[config.mk]
export PLATFORM = sky130hd
export DESIGN_NAME = dma_read_engine
export DESIGN_NICKNAME = d
export VERILOG_FILES = /design/src/rtl/dma_pkg.sv /design/src/rtl/rd_pack_32_to_128.sv /design/src/rtl/dma_read_engine.sv
export SDC_FILE = /design/constraint.sdc
export NUM_CORES = 1
export LEC_CHECK = 0
export CORE_AREA = 2 2 237 262
export DETAILED_ROUTE_END_ITERATION = 10
export DIE_AREA = 0 0 239 264
export HOLD_SLACK_MARGIN = 0.03
export PLACE_DENSITY = 0.45
export SYNTH_ARGS = -nofsm -noshare
export SYNTH_HDL_FRONTEND = slang
export SYNTH_SLANG_ARGS = --single-unit
[constraint.sdc]
create_clock -name clk -period 4.46 [get_ports clk]
set_input_delay 0.892 -clock clk [delete_from_list [all_inputs] [get_ports clk]]
set_output_delay 0.892 -clock clk [all_outputs]
set_load 0.02 [all_outputs]
[src/rtl/dma_pkg.sv]
// Shared AXI read constants and the read-engine state encoding.
// Latency: n/a (definitions only).
// Backpressure: n/a.
package dma_pkg;

    localparam logic [1:0] RESP_OKAY   = 2'b00;
    localparam logic [1:0] RESP_EXOKAY = 2'b01;
    localparam logic [1:0] RESP_SLVERR = 2'b10;
    localparam logic [1:0] RESP_DECERR = 2'b11;

    localparam logic [1:0] BURST_INCR  = 2'b01;
    localparam logic [2:0] SIZE_4B     = 3'b010;

    // AXI bursts must not cross a 4 KB page.
    localparam int unsigned PAGE_BYTES = 4096;

    typedef enum logic [2:0] {
        IDLE,
        AR,
        RDATA,
        FLUSH,
        DONE
    } rd_state_t;

endpackage

[src/rtl/rd_pack_32_to_128.sv]
// Packs four 32-bit read beats into one 128-bit word (beat0 in the low lane).
// Latency: word visible on word_vld the cycle after its 4th beat is taken.
// Backpressure: beat_rdy drops only when a 4th beat arrives while the output word is held.
//
// Ports: beat_vld/beat_dat/beat_last  - accepted beat, last marks final beat of the transfer
//        flush                        - drop the partially packed word (error path)
//        beat_rdy                     - beat can be taken this cycle
//        word_dat/word_vld/word_last  - packed output word, held until word_rdy
module rd_pack_32_to_128
#(
    parameter int DATA_WIDTH = 32,
    parameter int OUT_WIDTH  = 128
)
(
    input  logic                  clk,
    input  logic                  rst_n,
    input  logic                  beat_vld,
    input  logic [DATA_WIDTH-1:0] beat_dat,
    input  logic                  beat_last,
    input  logic                  flush,
    output logic                  beat_rdy,
    output logic [OUT_WIDTH-1:0]  word_dat,
    output logic                  word_vld,
    output logic                  word_last,
    input  logic                  word_rdy
);

    // Only lanes 0..2 are stored; the 4th beat goes straight into the output word.
    logic [DATA_WIDTH-1:0] lane [3];
    logic [1:0]            pack_idx;

    assign beat_rdy = !(pack_idx == 2'd3 && word_vld && !word_rdy);

    always_ff @(posedge clk) begin
        if (!rst_n) begin
            lane      <= '{default: '0};
            pack_idx  <= 2'd0;
            word_dat  <= '0;
            word_vld  <= 1'b0;
            word_last <= 1'b0;
        end else begin
            if (word_vld && word_rdy) begin
                word_vld  <= 1'b0;
                word_last <= 1'b0;
            end
            if (flush) begin
                pack_idx <= 2'd0;
            end else if (beat_vld) begin
                pack_idx <= pack_idx + 2'd1;
                if (pack_idx == 2'd3) begin
                    // Loading here overrides the clear above, so a word can
                    // replace one being accepted in the same cycle.
                    word_dat  <= {beat_dat, lane[2], lane[1], lane[0]};
                    word_vld  <= 1'b1;
                    word_last <= beat_last;
                end else begin
                    lane[pack_idx] <= beat_dat;
                end
            end
        end
    end

endmodule

[src/rtl/dma_read_engine.sv]
// AXI4 read master: fetches len/16 words from base and emits them as packed 128-bit words.
// Latency: AR issued 2 cycles after start; each word appears 1 cycle after its 4th beat.
// Backpressure: i_ready low stalls rready only when a 4th beat finds the output word full.
//
// Ports: clk/rst_n (sync active-low), i_start/i_base_addr/i_total_len job programming,
//        o_busy/o_done/o_error status, m_axi_ar*/m_axi_r* AXI read channels,
//        o_data/o_valid/o_last/i_ready packed output stream.
module dma_read_engine
    import dma_pkg::*;
#(
    parameter int ADDR_WIDTH = 32,
    parameter int DATA_WIDTH = 32,
    parameter int OUT_WIDTH  = 128,
    parameter int MAX_BURST  = 16
)
(
    input  logic                  clk,
    input  logic                  rst_n,
    input  logic                  i_start,
    input  logic [ADDR_WIDTH-1:0] i_base_addr,
    input  logic [31:0]           i_total_len,
    output logic                  o_busy,
    output logic                  o_done,
    output logic                  o_error,
    output logic [ADDR_WIDTH-1:0] m_axi_araddr,
    output logic [7:0]            m_axi_arlen,
    output logic [2:0]            m_axi_arsize,
    output logic [1:0]            m_axi_arburst,
    output logic                  m_axi_arvalid,
    input  logic                  m_axi_arready,
    input  logic [DATA_WIDTH-1:0] m_axi_rdata,
    input  logic [1:0]            m_axi_rresp,
    input  logic                  m_axi_rlast,
    input  logic                  m_axi_rvalid,
    output logic                  m_axi_rready,
    output logic [OUT_WIDTH-1:0]  o_data,
    output logic                  o_valid,
    output logic                  o_last,
    input  logic                  i_ready
);

    localparam int unsigned PAGE_BEATS = PAGE_BYTES / 4;

    // Beats in the next burst: limited by what is left, MAX_BURST and the 4 KB page end.
    function automatic logic [8:0] burst_beats(input logic [9:0] page_word, input logic [29:0] left);
        logic [29:0] n;
        logic [29:0] page_left;
        page_left = 30'(PAGE_BEATS) - 30'(page_word);
        n = 30'(MAX_BURST);
        if (left < n)      n = left;
        if (page_left < n) n = page_left;
        return 9'(n);
    endfunction

    rd_state_t             state;
    logic [ADDR_WIDTH-1:0] addr;
    logic [29:0]           beats_left;
    logic [8:0]            burst_cnt;
    logic                  discard;

    logic pack_rdy;
    logic beat_acc;
    logic is_final;
    logic beat_bad;
    logic burst_end;

    // Low address bits and sub-word length bits are don't-care by definition.
    logic unused_bits;
    assign unused_bits = ^{i_base_addr[1:0], i_total_len[3:0]};

    assign m_axi_arsize  = SIZE_4B;
    assign m_axi_arburst = BURST_INCR;

    // While discarding after an error the beats never reach the packer, so
    // rready stays high regardless of the output side.
    assign m_axi_rready = (state == RDATA) && (discard || pack_rdy);

    assign beat_acc  = (state == RDATA) && m_axi_rvalid && m_axi_rready;
    assign is_final  = (burst_cnt == 9'd1);
    // The local beat counter is authoritative; rlast disagreeing with it is an error.
    assign beat_bad  = beat_acc && (m_axi_rresp[1] || (m_axi_rlast != is_final));
    assign burst_end = is_final || m_axi_rlast;

    always_ff @(posedge clk) begin
        if (!rst_n) begin
            state         <= IDLE;
            addr          <= '0;
            beats_left    <= '0;
            burst_cnt     <= '0;
            discard       <= 1'b0;
            m_axi_araddr  <= '0;
            m_axi_arlen   <= '0;
            m_axi_arvalid <= 1'b0;
            o_busy        <= 1'b0;
            o_done        <= 1'b0;
            o_error       <= 1'b0;
        end else begin
            o_done <= 1'b0;
            case (state)
                IDLE: begin
                    if (i_start) begin
                        addr       <= {i_base_addr[ADDR_WIDTH-1:2], 2'b00};
                        beats_left <= {i_total_len[31:4], 2'b00};
                        discard    <= 1'b0;
                        o_error    <= 1'b0;
                        o_busy     <= 1'b1;
                        state      <= (i_total_len[31:4] == '0) ? DONE : AR;
                    end
                end
                AR: begin
                    // First cycle computes and registers the request; it then
                    // holds stable until the slave takes it.
                    if (!m_axi_arvalid) begin
                        m_axi_araddr  <= addr;
                        m_axi_arlen   <= 8'(burst_beats(addr[11:2], beats_left) - 9'd1);
                        m_axi_arvalid <= 1'b1;
                    end else if (m_axi_arready) begin
                        m_axi_arvalid <= 1'b0;
                        burst_cnt     <= 9'(m_axi_arlen) + 9'd1;
                        state         <= RDATA;
                    end
                end
                RDATA: begin
                    if (beat_acc) begin
                        burst_cnt  <= burst_cnt - 9'd1;
                        beats_left <= beats_left - 30'd1;
                        if (beat_bad) begin
                            o_error <= 1'b1;
                            discard <= 1'b1;
                        end
                        if (burst_end) begin
                            if (discard || beat_bad || beats_left == 30'd1) begin
                                state <= FLUSH;
                            end else begin
                                addr  <= m_axi_araddr + ADDR_WIDTH'({9'(m_axi_arlen) + 9'd1, 2'b00});
                                state <= AR;
                            end
                        end
                    end
                end
                FLUSH: begin
                    if (!o_valid || i_ready) state <= DONE;
                end
                DONE: begin
                    o_done <= 1'b1;
                    o_busy <= 1'b0;
                    state  <= IDLE;
                end
                default: state <= IDLE;
            endcase
        end
    end

    rd_pack_32_to_128 #(
        .DATA_WIDTH (DATA_WIDTH),
        .OUT_WIDTH  (OUT_WIDTH)
    ) u_pack (
        .clk       (clk),
        .rst_n     (rst_n),
        .beat_vld  (beat_acc && !beat_bad && !discard),
        .beat_dat  (m_axi_rdata),
        .beat_last (beats_left == 30'd1),
        .flush     (beat_bad),
        .beat_rdy  (pack_rdy),
        .word_dat  (o_data),
        .word_vld  (o_valid),
        .word_last (o_last),
        .word_rdy  (i_ready)
    );

endmodule

==> results of run 1 <==
## registers in the layout, summed over array words and instances, names as in the netlist
register,cells
o_done,1
state,3
u_pack.pack_idx,2
beats_left,30
discard,1
addr,32
o_busy,1
u_pack.word_last,1
m_axi_arvalid,1
u_pack.word_vld,1
m_axi_araddr,32
u_pack.word_dat,128
burst_cnt,9
u_pack.lane,96
m_axi_arlen,8
## area by class of cell
cell class	count	share of cell area, %
Clock inverter	9	0.854
Inverter	18	0.377
Tap cell	776	4.87
Multi-Input combinational cell	1468	37.6
Clock buffer	65	6.11
Sequential cell	346	34.7
Timing Repair Buffer	316	15.4
## path summary, 6_finish.rpt
check	start	end	slack, ns
min	addr[24]$_SDFFE_PN0P_	m_axi_araddr[24]$_SDFFE_PN0P_	0.45
max reg2reg	beats_left[12]$_SDFFE_PN0P_	m_axi_arlen[4]$_SDFFE_PN0P_	0.35
max	beats_left[12]$_SDFFE_PN0P_	m_axi_arlen[4]$_SDFFE_PN0P_	0.35
min reg2reg	addr[24]$_SDFFE_PN0P_	m_axi_araddr[24]$_SDFFE_PN0P_	0.45
## logic make-up (layout without fill, tap and decap cells)
logic type | count (synthesis) | after routing | synth area share (%)
simple gates | 889 | 889 | 25.2
compound gates | 486 | 486 | 18.7
other cells | 2 | 11 | 0.0501
buf+inv | 160 | 408 | 4.25
fa+ha+maj | 32 | 32 | 2.72
xor+xnor | 45 | 45 | 2.63
mux | 5 | 5 | 0.342
flops | 346 | 346 | 46.2
## layer usage
layer / wire (um) / share of wire [%] / up-vias
met1: 23000 / 43 / 6840
met3: 3170 / 6.0 / 72
li1: - / - / 7143
met4: 1010 / 1.9 / 6
met5: 41 / 0.077 / -
met2: 25700 / 49 / 339
## cell usage after synthesis (3+ instances only)
library cell / number / area share, %
and3_1: 15 / 0.63
o21ba_2: 3 / 0.20
nor4b_1: 5 / 0.29
nand3b_1: 3 / 0.15
and2_1: 10 / 0.42
or4_1: 5 / 0.25
nor2b_1: 3 / 0.13
nor4_1: 16 / 0.67
nand3_1: 47 / 1.6
o221ai_1: 6 / 0.35
nand2b_1: 8 / 0.33
a211o_1: 8 / 0.47
buf_4: 6 / 0.30
o221a_2: 3 / 0.23
o21a_1: 5 / 0.25
o2bb2ai_1: 6 / 0.35
a21oi_1: 321 / 11
ha_1: 31 / 2.6
buf_1: 7 / 0.18
a31oi_1: 11 / 0.46
or2_2: 4 / 0.17
nor3_1: 25 / 0.83
o211ai_1: 7 / 0.35
nor2_1: 88 / 2.2
inv_1: 17 / 0.43
a311oi_1: 5 / 0.29
o21ai_0: 43 / 1.4
o22ai_1: 10 / 0.42
a2bb2oi_1: 3 / 0.18
a21o_1: 3 / 0.15
xor2_1: 20 / 1.2
nor3b_1: 8 / 0.40
o31ai_1: 8 / 0.40
a221oi_1: 4 / 0.23
nand4_1: 16 / 0.67
or3_1: 8 / 0.33
mux2i_1: 4 / 0.27
o32ai_1: 3 / 0.18
buf_2: 6 / 0.20
xnor2_1: 25 / 1.5
a211oi_1: 18 / 0.90
nand2_1: 619 / 15
clkbuf_1: 122 / 3.1
dfxtp_1: 346 / 46
## worst register-to-register path, cell delays in order, from the launching register on
cell      delay, ns
dfxtp_1        0.34
or4_1          0.54
or3_1          0.38
nor3_2         0.18
buf_4          0.21
nand2_1        0.08
ha_1           0.32
nand4_1        0.09
or3_1          0.33
a31oi_1        0.20
nor2_1         0.10
buf_4          0.19
a21oi_1        0.17
ha_2           0.27
nor4bb_1       0.29
mux2i_1        0.11
o211a_1        0.21
## report_power, final
group,total [uW],leakage [uW],switching (uW),internal [uW]
registers,3380,0.00280,153,3220
clock network,3500,0.000670,1390,2110
logic,1460,0.00323,885,579
total,8340,0.00670,2430,5910
## metrics by stage
stage / cells / power (uW)
floorplan: 1974 / 4350
global placement: 2924 / 4890
detailed placement: 2924 / 4910
CTS: 2998 / 8470
global route: 2998 / 8770
finish: 2998 / 8340
==> impl_metrics.env, run 1 <==
export IMPL_die_w_um=239
export IMPL_place_hpwl_um=36100
export IMPL_finalWirelength_um=52900
export IMPL_maxCapViolCount=0
export IMPL_synth_yosys_seq_area_share_pct=46.2
export IMPL_skew_ns=0.0185
export IMPL_worst_slew_pin_slew_ns=0.990
export IMPL_core_um2=60600
export IMPL_synth_edff_count=0
export IMPL_post_route_drc_count=0
export IMPL_layout_commonest_cell="nand2_1"
export IMPL_start_util_pct=24.7
export IMPL_cts_max_level=2
export IMPL_critPathCaptureType="flop"
export IMPL_layout_nets=2329
export IMPL_portBuffers=272
export IMPL_vdd_ir_drop_max_uv=186
export IMPL_crit_type="flop to flop"
export IMPL_place_gp_congestion=0.795
export IMPL_num_vias=14400
export IMPL_drt_first_pass_iters=5
export IMPL_fin_crit_sh_pct=92.2
export IMPL_synth_async_reset_ratio_pct=0
export IMPL_hold_path_depth=2
export IMPL_placedInstanceArea_um2=18500
export IMPL_synthToLayoutAreaGrowth_pct=32.9
export IMPL_grt_pass1_vias=14000
export IMPL_setup_violations=0
export IMPL_p_per_area_nw_per_um2=418
export IMPL_arrival_ns=4.56
export IMPL_numClockSinks=346
export IMPL_cp_slowest_cell="or4_1"
export IMPL_postCtsSetupBuffers=0
export IMPL_numCtsBuffers=42
export IMPL_fin_area_um2=19900
export IMPL_path_buf_inv=2
export IMPL_use_met3_pct=3.87
export IMPL_cpPeakStageDelay_ns=0.54
export IMPL_cp_start_kind="flop"
export IMPL_grt_max_degree=148
export IMPL_cts_resized=0
export IMPL_dieArea_um2=63100
export IMPL_syn_area_per_cell_um2=7.63
export IMPL_clock_path_buffers=3
export IMPL_r2r_cells=16
export IMPL_path_cells="or4_1 > or3_1 > nor3_2 > buf_4 > nand2_1 > ha_1 > nand4_1 > or3_1 > a31oi_1 > nor2_1 > buf_4 > a21oi_1 > ha_2 > nor4bb_1 > mux2i_1 > o211a_1"
export IMPL_wl_per_cell_um=17.7
export IMPL_post_place_ws_ns=0.298
export IMPL_leakagePower_uw=0.00670
export IMPL_n_fill_cell=6407
export IMPL_finalMaxSlewViolations=0
export IMPL_overflow=0
export IMPL_die_height_um=264
export IMPL_final_cell_mix="nand2_1 (617), dfxtp_1 (346), a21oi_1 (321)"
export IMPL_min_period_ns=4.11
export IMPL_drive_gt1_share_pct=5.63
export IMPL_synth_ff_type="dfxtp_1"
export IMPL_grt_util_met2_pct=28.8
export IMPL_whs_ns=0.446
export IMPL_worst_path_stages=16
export IMPL_cpLargestDelayFamily="simple AND/OR/NAND/NOR gates"
export IMPL_clk_root_buffer_cell="clkbuf_16"
export IMPL_max_freq_ghz=0.243
export IMPL_yosys_warnings=0
export IMPL_viasPerCell=4.80
export IMPL_outcome="finished, final reports clean"
export IMPL_cts_tree="yes"
export IMPL_hold_class="flop to flop"
export IMPL_drtIter0Drc=752
export IMPL_seqCellArea_um2=6930
export IMPL_final_setup_worst_slack_ns=0.350
export IMPL_final_core_util_pct=32.9
export IMPL_path_clk_slew_ns=0.06
export IMPL_cp_required_ns=4.91
export IMPL_rsz0062_at_grt="no"
export IMPL_grt_pass1_wl_um=81800
export IMPL_use_met1_pct=19.9
export IMPL_multi_input_area_um2=7500
export IMPL_ios=285
export IMPL_antenna_found_initial=3
export IMPL_fp_row_count=95
export IMPL_hold_buffers=0
export IMPL_synth_area_um2=15000
export IMPL_ant_nets=0
export IMPL_ys_ff_latch=346
export IMPL_grt_total_usage_pct=16.4
export IMPL_hold_viol=0
export IMPL_clk_latency_ns=0.56
export IMPL_slew_headroom_pct=34.0
export IMPL_path_max_fanout=13
export IMPL_synth_cells=1965
export IMPL_antenna_cells=0
export IMPL_grt_busiest_layer="met2"
export IMPL_yosys_cell_types_count=71
export IMPL_finalSetupTns_ns=0
(Power assumes the default switching activity.)
==> run 2: changes to the inputs <==
--- a/config.mk
+++ b/config.mk
@@ -5,11 +5,12 @@
 export SDC_FILE = /design/constraint.sdc
 export NUM_CORES = 1
 export LEC_CHECK = 0
+export CAP_MARGIN = 10
 export CORE_AREA = 2 2 237 262
 export DETAILED_ROUTE_END_ITERATION = 10
 export DIE_AREA = 0 0 239 264
 export HOLD_SLACK_MARGIN = 0.03
-export PLACE_DENSITY = 0.45
+export PLACE_DENSITY = 0.43
 export SYNTH_ARGS = -nofsm -noshare
 export SYNTH_HDL_FRONTEND = slang
 export SYNTH_SLANG_ARGS = --single-unit
==> constraint.sdc (replaced) <==
create_clock -name clk -period 5.1 [get_ports clk]
set_input_delay 1.02 -clock clk [delete_from_list [all_inputs] [get_ports clk]]
set_output_delay 1.02 -clock clk [all_outputs]
set_load 0.02 [all_outputs]
==> impl_metrics.env, run 2 (synthesized netlist as in run 1, its figures left out) <==
export IMPL_path_cells="or4_1 > or3_1 > nor3_2 > buf_4 > nand2_1 > ha_1 > a41oi_1 > o21ai_0 > a21oi_1 > o21ai_0 > nor2_1 > buf_4 > a21oi_1 > ha_1 > nor4bb_1 > mux2i_1 > o211a_1"
export IMPL_numCtsBuffers=42
export IMPL_final_cell_mix="nand2_1 (617), dfxtp_1 (346), a21oi_1 (321)"
export IMPL_place_gp_congestion=0.824
export IMPL_hold_class="flop to flop"
export IMPL_maxCapViolCount=0
export IMPL_grt_pass1_wl_um=82800
export IMPL_place_hpwl_um=36000
export IMPL_cp_start_kind="flop"
export IMPL_cts_resized=0
export IMPL_worst_slew_pin_slew_ns=1.26
export IMPL_antenna_found_initial=1
export IMPL_post_route_drc_count=0
export IMPL_fin_crit_sh_pct=89.2
export IMPL_p_per_area_nw_per_um2=365
export IMPL_clk_root_buffer_cell="clkbuf_16"
export IMPL_synthToLayoutAreaGrowth_pct=32.4
export IMPL_critPathCaptureType="flop"
export IMPL_clk_latency_ns=0.57
export IMPL_outcome="finished, final reports clean"
export IMPL_drive_gt1_share_pct=5.30
export IMPL_postCtsSetupBuffers=0
export IMPL_skew_ns=0.0214
export IMPL_rsz0062_at_grt="no"
export IMPL_reg_largest_list="u_pack.word_dat x128, u_pack.lane x96"
export IMPL_start_util_pct=24.7
export IMPL_die_w_um=239
export IMPL_path_max_fanout=13
export IMPL_fp_row_count=95
export IMPL_n_fill_cell=6414
export IMPL_largest_reg_flops=128
export IMPL_numClockSinks=346
export IMPL_cts_max_level=2
export IMPL_cp_required_ns=5.55
export IMPL_viasPerCell=4.79
export IMPL_arrival_ns=5.00
export IMPL_grt_total_usage_pct=16.7
export IMPL_cpPeakStageDelay_ns=0.56
export IMPL_slew_headroom_pct=15.9
export IMPL_min_period_ns=4.55
export IMPL_layout_nets=2316
export IMPL_wl_per_cell_um=18.1
export IMPL_die_height_um=264
export IMPL_leakagePower_uw=0.00665
export IMPL_max_freq_ghz=0.220
export IMPL_ios=285
export IMPL_fin_area_um2=19900
export IMPL_grt_pass1_vias=13900
export IMPL_vdd_ir_drop_max_uv=236
export IMPL_path_clk_slew_ns=0.06
export IMPL_cp_slowest_cell="or4_1"
export IMPL_grt_max_degree=152
export IMPL_dieArea_um2=63100
export IMPL_finalWirelength_um=53900
export IMPL_antenna_cells=0
export IMPL_setup_violations=0
export IMPL_hold_viol=0
export IMPL_portBuffers=272
export IMPL_drtIter0Drc=684
export IMPL_crit_type="flop to flop"
export IMPL_overflow=0
export IMPL_core_um2=60600
export IMPL_cts_tree="yes"
export IMPL_ant_nets=0
export IMPL_layout_commonest_cell="nand2_1"
export IMPL_placedInstanceArea_um2=18500
export IMPL_finalMaxSlewViolations=0
export IMPL_hold_buffers=0
export IMPL_num_vias=14300
export IMPL_top_register="u_pack.word_dat"
export IMPL_drt_first_pass_iters=5
export IMPL_finalSetupTns_ns=0
export IMPL_clock_path_buffers=3
==> run 2: power breakdown <==
group	internal [uW]	switching [uW]	total, uW
combinational	488	776	1260
clock	1810	1220	3030
sequential	2820	139	2960
==> run 2: stage by stage <==
stage	util (%)	power [uW]	setup WS, ns	cells	hold WS, ns
after floorplan	-	3810	0.863	1974	0.432
after global placement	30.5	4260	0.637	2911	0.436
after detailed placement	30.5	4280	0.624	2911	0.440
after CTS	32.8	7380	0.599	2982	0.451
after global routing	32.8	7630	0.194	2982	0.463
final	32.8	7260	0.552	2982	0.445
==> run 2: layout make-up <==
type / instances / area (um^2) / area share (%)
inverter: 18 / 75.1 / 0.378
multi-input combinational: 1468 / 7500 / 37.8
sequential: 346 / 6930 / 34.9
timing repair buffer: 303 / 3000 / 15.1
clock buffer: 62 / 1270 / 6.38
tap: 776 / 971 / 4.89
clock inverter: 9 / 120 / 0.605
==> run 2: worst max-delay path: cells and delay by family (launching register included) <==
| family | cells | cell delay (ns) |
|---|---|---|
| buffers and inverters | 2 | 0.42 |
| AND/OR/NAND/NOR | 6 | 1.80 |
| multiplexers | 1 | 0.11 |
| AO/OA/AOI/OAI | 6 | 1.14 |
| adder cells (fa/ha/maj) | 2 | 0.64 |
| flip-flops | 1 | 0.35 |
==> run 2: per-layer routing <==
layer  global-route usage, %  routed length [um]
met2                    29.0               26100
met5                       0                  10
met3                    3.94                3120
met4                    4.26                1120
met1                    20.6               23500
==> run 2: worst paths after layout <==
| kind | startpoint | endpoint | slack (ns) | cells after the start |
|---|---|---|---|---|
| setup / recovery | beats_left[12]$_SDFFE_PN0P_ | m_axi_arlen[4]$_SDFFE_PN0P_ | 0.55 | 17 |
| hold / removal | addr[29]$_SDFFE_PN0P_ | m_axi_araddr[29]$_SDFFE_PN0P_ | 0.44 | 2 |
| setup reg to reg | beats_left[12]$_SDFFE_PN0P_ | m_axi_arlen[4]$_SDFFE_PN0P_ | 0.55 | 17 |
| hold reg to reg | addr[29]$_SDFFE_PN0P_ | m_axi_araddr[29]$_SDFFE_PN0P_ | 0.44 | 2 |
==> run 3: changes to the inputs <==
--- a/config.mk
+++ b/config.mk
@@ -9,6 +9,7 @@
 export CORE_AREA = 2 2 237 262
 export DETAILED_ROUTE_END_ITERATION = 10
 export DIE_AREA = 0 0 239 264
+export GPL_TIMING_DRIVEN = 0
 export HOLD_SLACK_MARGIN = 0.03
 export PLACE_DENSITY = 0.43
 export SYNTH_ARGS = -nofsm -noshare
==> impl_metrics.env, run 3 (synthesized netlist as in run 1, its figures left out) <==
export IMPL_cpLargestDelayFamily="simple AND/OR/NAND/NOR gates"
export IMPL_finalWirelength_um=61600
export IMPL_switchingPower_uw=2250
export IMPL_portBuffers=271
export IMPL_fin_crit_sh_pct=92.0
export IMPL_min_period_ns=4.69
export IMPL_core_um2=60600
export IMPL_wl_per_cell_um=19.9
export IMPL_cts_tree="yes"
export IMPL_grt_pass1_wl_um=91900
export IMPL_path_clk_slew_ns=0.06
export IMPL_r2r_cells=19
export IMPL_grt_total_usage_pct=19.2
export IMPL_top_register="u_pack.word_dat"
export IMPL_place_hpwl_um=46800
export IMPL_viasPerCell=4.82
export IMPL_p_sw_share_pct=30.4
export IMPL_cts_max_level=2
export IMPL_clock_path_buffers=3
export IMPL_cp_slowest_cell="or4_1"
export IMPL_leakagePower_uw=0.00669
export IMPL_slew_headroom_pct=16.9
export IMPL_numCtsBuffers=42
export IMPL_post_route_drc_count=0
export IMPL_cp_required_ns=5.56
export IMPL_cp_start_kind="flop"
export IMPL_fp_row_count=95
export IMPL_synthToLayoutAreaGrowth_pct=34.3
export IMPL_drive_gt1_share_pct=4.22
export IMPL_critPathCaptureType="flop"
export IMPL_ios=285
export IMPL_final_setup_worst_slack_ns=0.409
export IMPL_reg2reg_from="beats_left[12]$_SDFFE_PN0P_"
export IMPL_clk_root_buffer_cell="clkbuf_16"
export IMPL_finalSetupTns_ns=0
export IMPL_maxCapViolCount=0
export IMPL_crit_type="flop to flop"
export IMPL_power_share_sequential_pct=40.1
export IMPL_vdd_ir_drop_max_uv=215
export IMPL_overflow=0
export IMPL_reg_largest_list="u_pack.word_dat x128, u_pack.lane x96"
export IMPL_outcome="finished, final reports clean"
export IMPL_antenna_found_initial=0
export IMPL_arrival_ns=5.15
export IMPL_clk_latency_ns=0.57
export IMPL_hold_buffers=0
export IMPL_rrSetupSlack_ns=0.41
export IMPL_n_fill_cell=6469
export IMPL_path_buf_inv=3
export IMPL_path_max_fanout=10
export IMPL_finalMaxSlewViolations=0
export IMPL_whs_ns=0.450
export IMPL_power_share_clock_pct=41.6
export IMPL_grt_pass1_vias=14800
export IMPL_p_per_area_nw_per_um2=367
export IMPL_die_w_um=239
export IMPL_dieArea_um2=63100
export IMPL_timing_rr_end="m_axi_arlen[4]$_SDFFE_PN0P_"
export IMPL_power_internal_uw=5140
export IMPL_hold_viol=0
export IMPL_path_cells="or4_1 > or3_1 > buf_6 > nor3_4 > clkbuf_4 > nand2_1 > ha_1 > a41oi_1 > o21ai_0 > a21oi_1 > o21ai_1 > nor2_1 > clkbuf_4 > nor2_1 > a21oi_1 > ha_2 > nor4bb_2 > mux2i_1 > o211a_1"
export IMPL_worst_path_stages=19
export IMPL_cpPeakStageDelay_ns=0.54
export IMPL_place_gp_congestion=0.860
export IMPL_ant_nets=0
export IMPL_final_cell_mix="nand2_1 (619), dfxtp_1 (346), a21oi_1 (321)"
export IMPL_max_freq_ghz=0.213
export IMPL_layout_nets=2426
export IMPL_pwr_share_comb_pct=18.3
export IMPL_numClockSinks=346
export IMPL_endpoint="m_axi_arlen[4]$_SDFFE_PN0P_"
export IMPL_largest_reg_flops=128
export IMPL_post_place_ws_ns=0.120
export IMPL_grt_max_degree=13
export IMPL_num_vias=14900
export IMPL_rsz0062_at_grt="no"
export IMPL_setup_violations=0
export IMPL_drtIter0Drc=815
export IMPL_die_height_um=264
export IMPL_worst_slew_pin_slew_ns=1.25
export IMPL_start_util_pct=24.7
export IMPL_crit_start="beats_left[12]$_SDFFE_PN0P_"
export IMPL_antenna_cells=0
export IMPL_drt_first_pass_iters=5
export IMPL_skew_ns=0.0173
export IMPL_hold_class="flop to flop"
export IMPL_layout_commonest_cell="nand2_1"
run 3: cell count changes in the layout (fill, tap and decap cells not counted), sizes merged:
cell | previous run | this run
clkbuf | 62 | 187
buf | 32 | 18
clkinv | 6 | 9
run 3: metrics by stage:
| stage | area [um^2] | power, uW | utilization (%) | cells |
|---|---|---|---|---|
| detailed placement | 18700 | 4360 | 30.9 | 3021 |
| CTS | 20100 | 7470 | 33.2 | 3096 |
| global placement | 18700 | 4350 | 30.9 | 3021 |
| floorplan | 15000 | 3810 | - | 1974 |
| finish | 20100 | 7390 | 33.2 | 3096 |
| global route | 20100 | 7720 | 33.2 | 3096 |
run 3: timing repair:
item / 4_1_cts / 5_1_grt
setup buffers: 0 / 0
resized for setup: 0 / 6
setup endpoints to repair: 0 / 3
run 3: cell type report:
cell class                 instances  area, um^2  area share (%)
multi-input combinational       1468        7480            37.2
sequential                       346        6930            34.4
timing repair buffer             271        2710            13.5
clock buffer                      63        1270            6.31
tap                              776         971            4.82
buffer                           142         576            2.86
clock inverter                    12         135           0.671
inverter                          18        67.6           0.335
run 3: metal layers:
layer,part of all wire (%),global-route usage (%)
met1,43,23.4
met2,49,33.8
met3,5.0,3.17
met4,3.3,6.66
met5,0,0
run 3: worst register-to-register path, cell delays in order, from the launching register on:
cell and delay [ns]:
dfxtp_1 0.35, or4_1 0.54, or3_1 0.34, buf_6 0.15, nor3_4 0.27, clkbuf_4 0.25, nand2_1 0.07, ha_1 0.32
a41oi_1 0.20, o21ai_0 0.11, a21oi_1 0.20, o21ai_1 0.15, nor2_1 0.26, clkbuf_4 0.27, nor2_1 0.06, a21oi_1 0.13
ha_2 0.27, nor4bb_2 0.31, mux2i_1 0.11, o211a_1 0.21
run 3: worst min-delay path by stage:
stage / start / end / cells past startpoint / slack, ns
global route: u_pack.lane[65]$_SDFFE_PN0P_ / u_pack.word_dat[1]$_SDFFE_PN0P_ / 2 / 0.46
CTS: u_pack.lane[65]$_SDFFE_PN0P_ / u_pack.word_dat[1]$_SDFFE_PN0P_ / 2 / 0.45
finish: u_pack.lane[65]$_SDFFE_PN0P_ / u_pack.word_dat[1]$_SDFFE_PN0P_ / 2 / 0.45
global placement: addr[24]$_SDFFE_PN0P_ / m_axi_araddr[24]$_SDFFE_PN0P_ / 2 / 0.44
detailed placement: addr[21]$_SDFFE_PN0P_ / m_axi_araddr[21]$_SDFFE_PN0P_ / 2 / 0.44
floorplan: u_pack.lane[0]$_SDFFE_PN0P_ / u_pack.lane[0]$_SDFFE_PN0P_ / 2 / 0.43
run 3: power by group through the flow:
| stage | sequential, uW | clock, uW | combinational [uW] |
|---|---|---|---|
| 2_1_floorplan | 3000 | 0 | 806 |
| 3_3_place_gp | 3010 | 0 | 1340 |
| 3_5_place_dp | 3010 | 0 | 1350 |
| 4_1_cts | 2960 | 3160 | 1350 |
| 5_1_grt | 2970 | 3260 | 1490 |
| 6_report | 2960 | 3070 | 1350 |
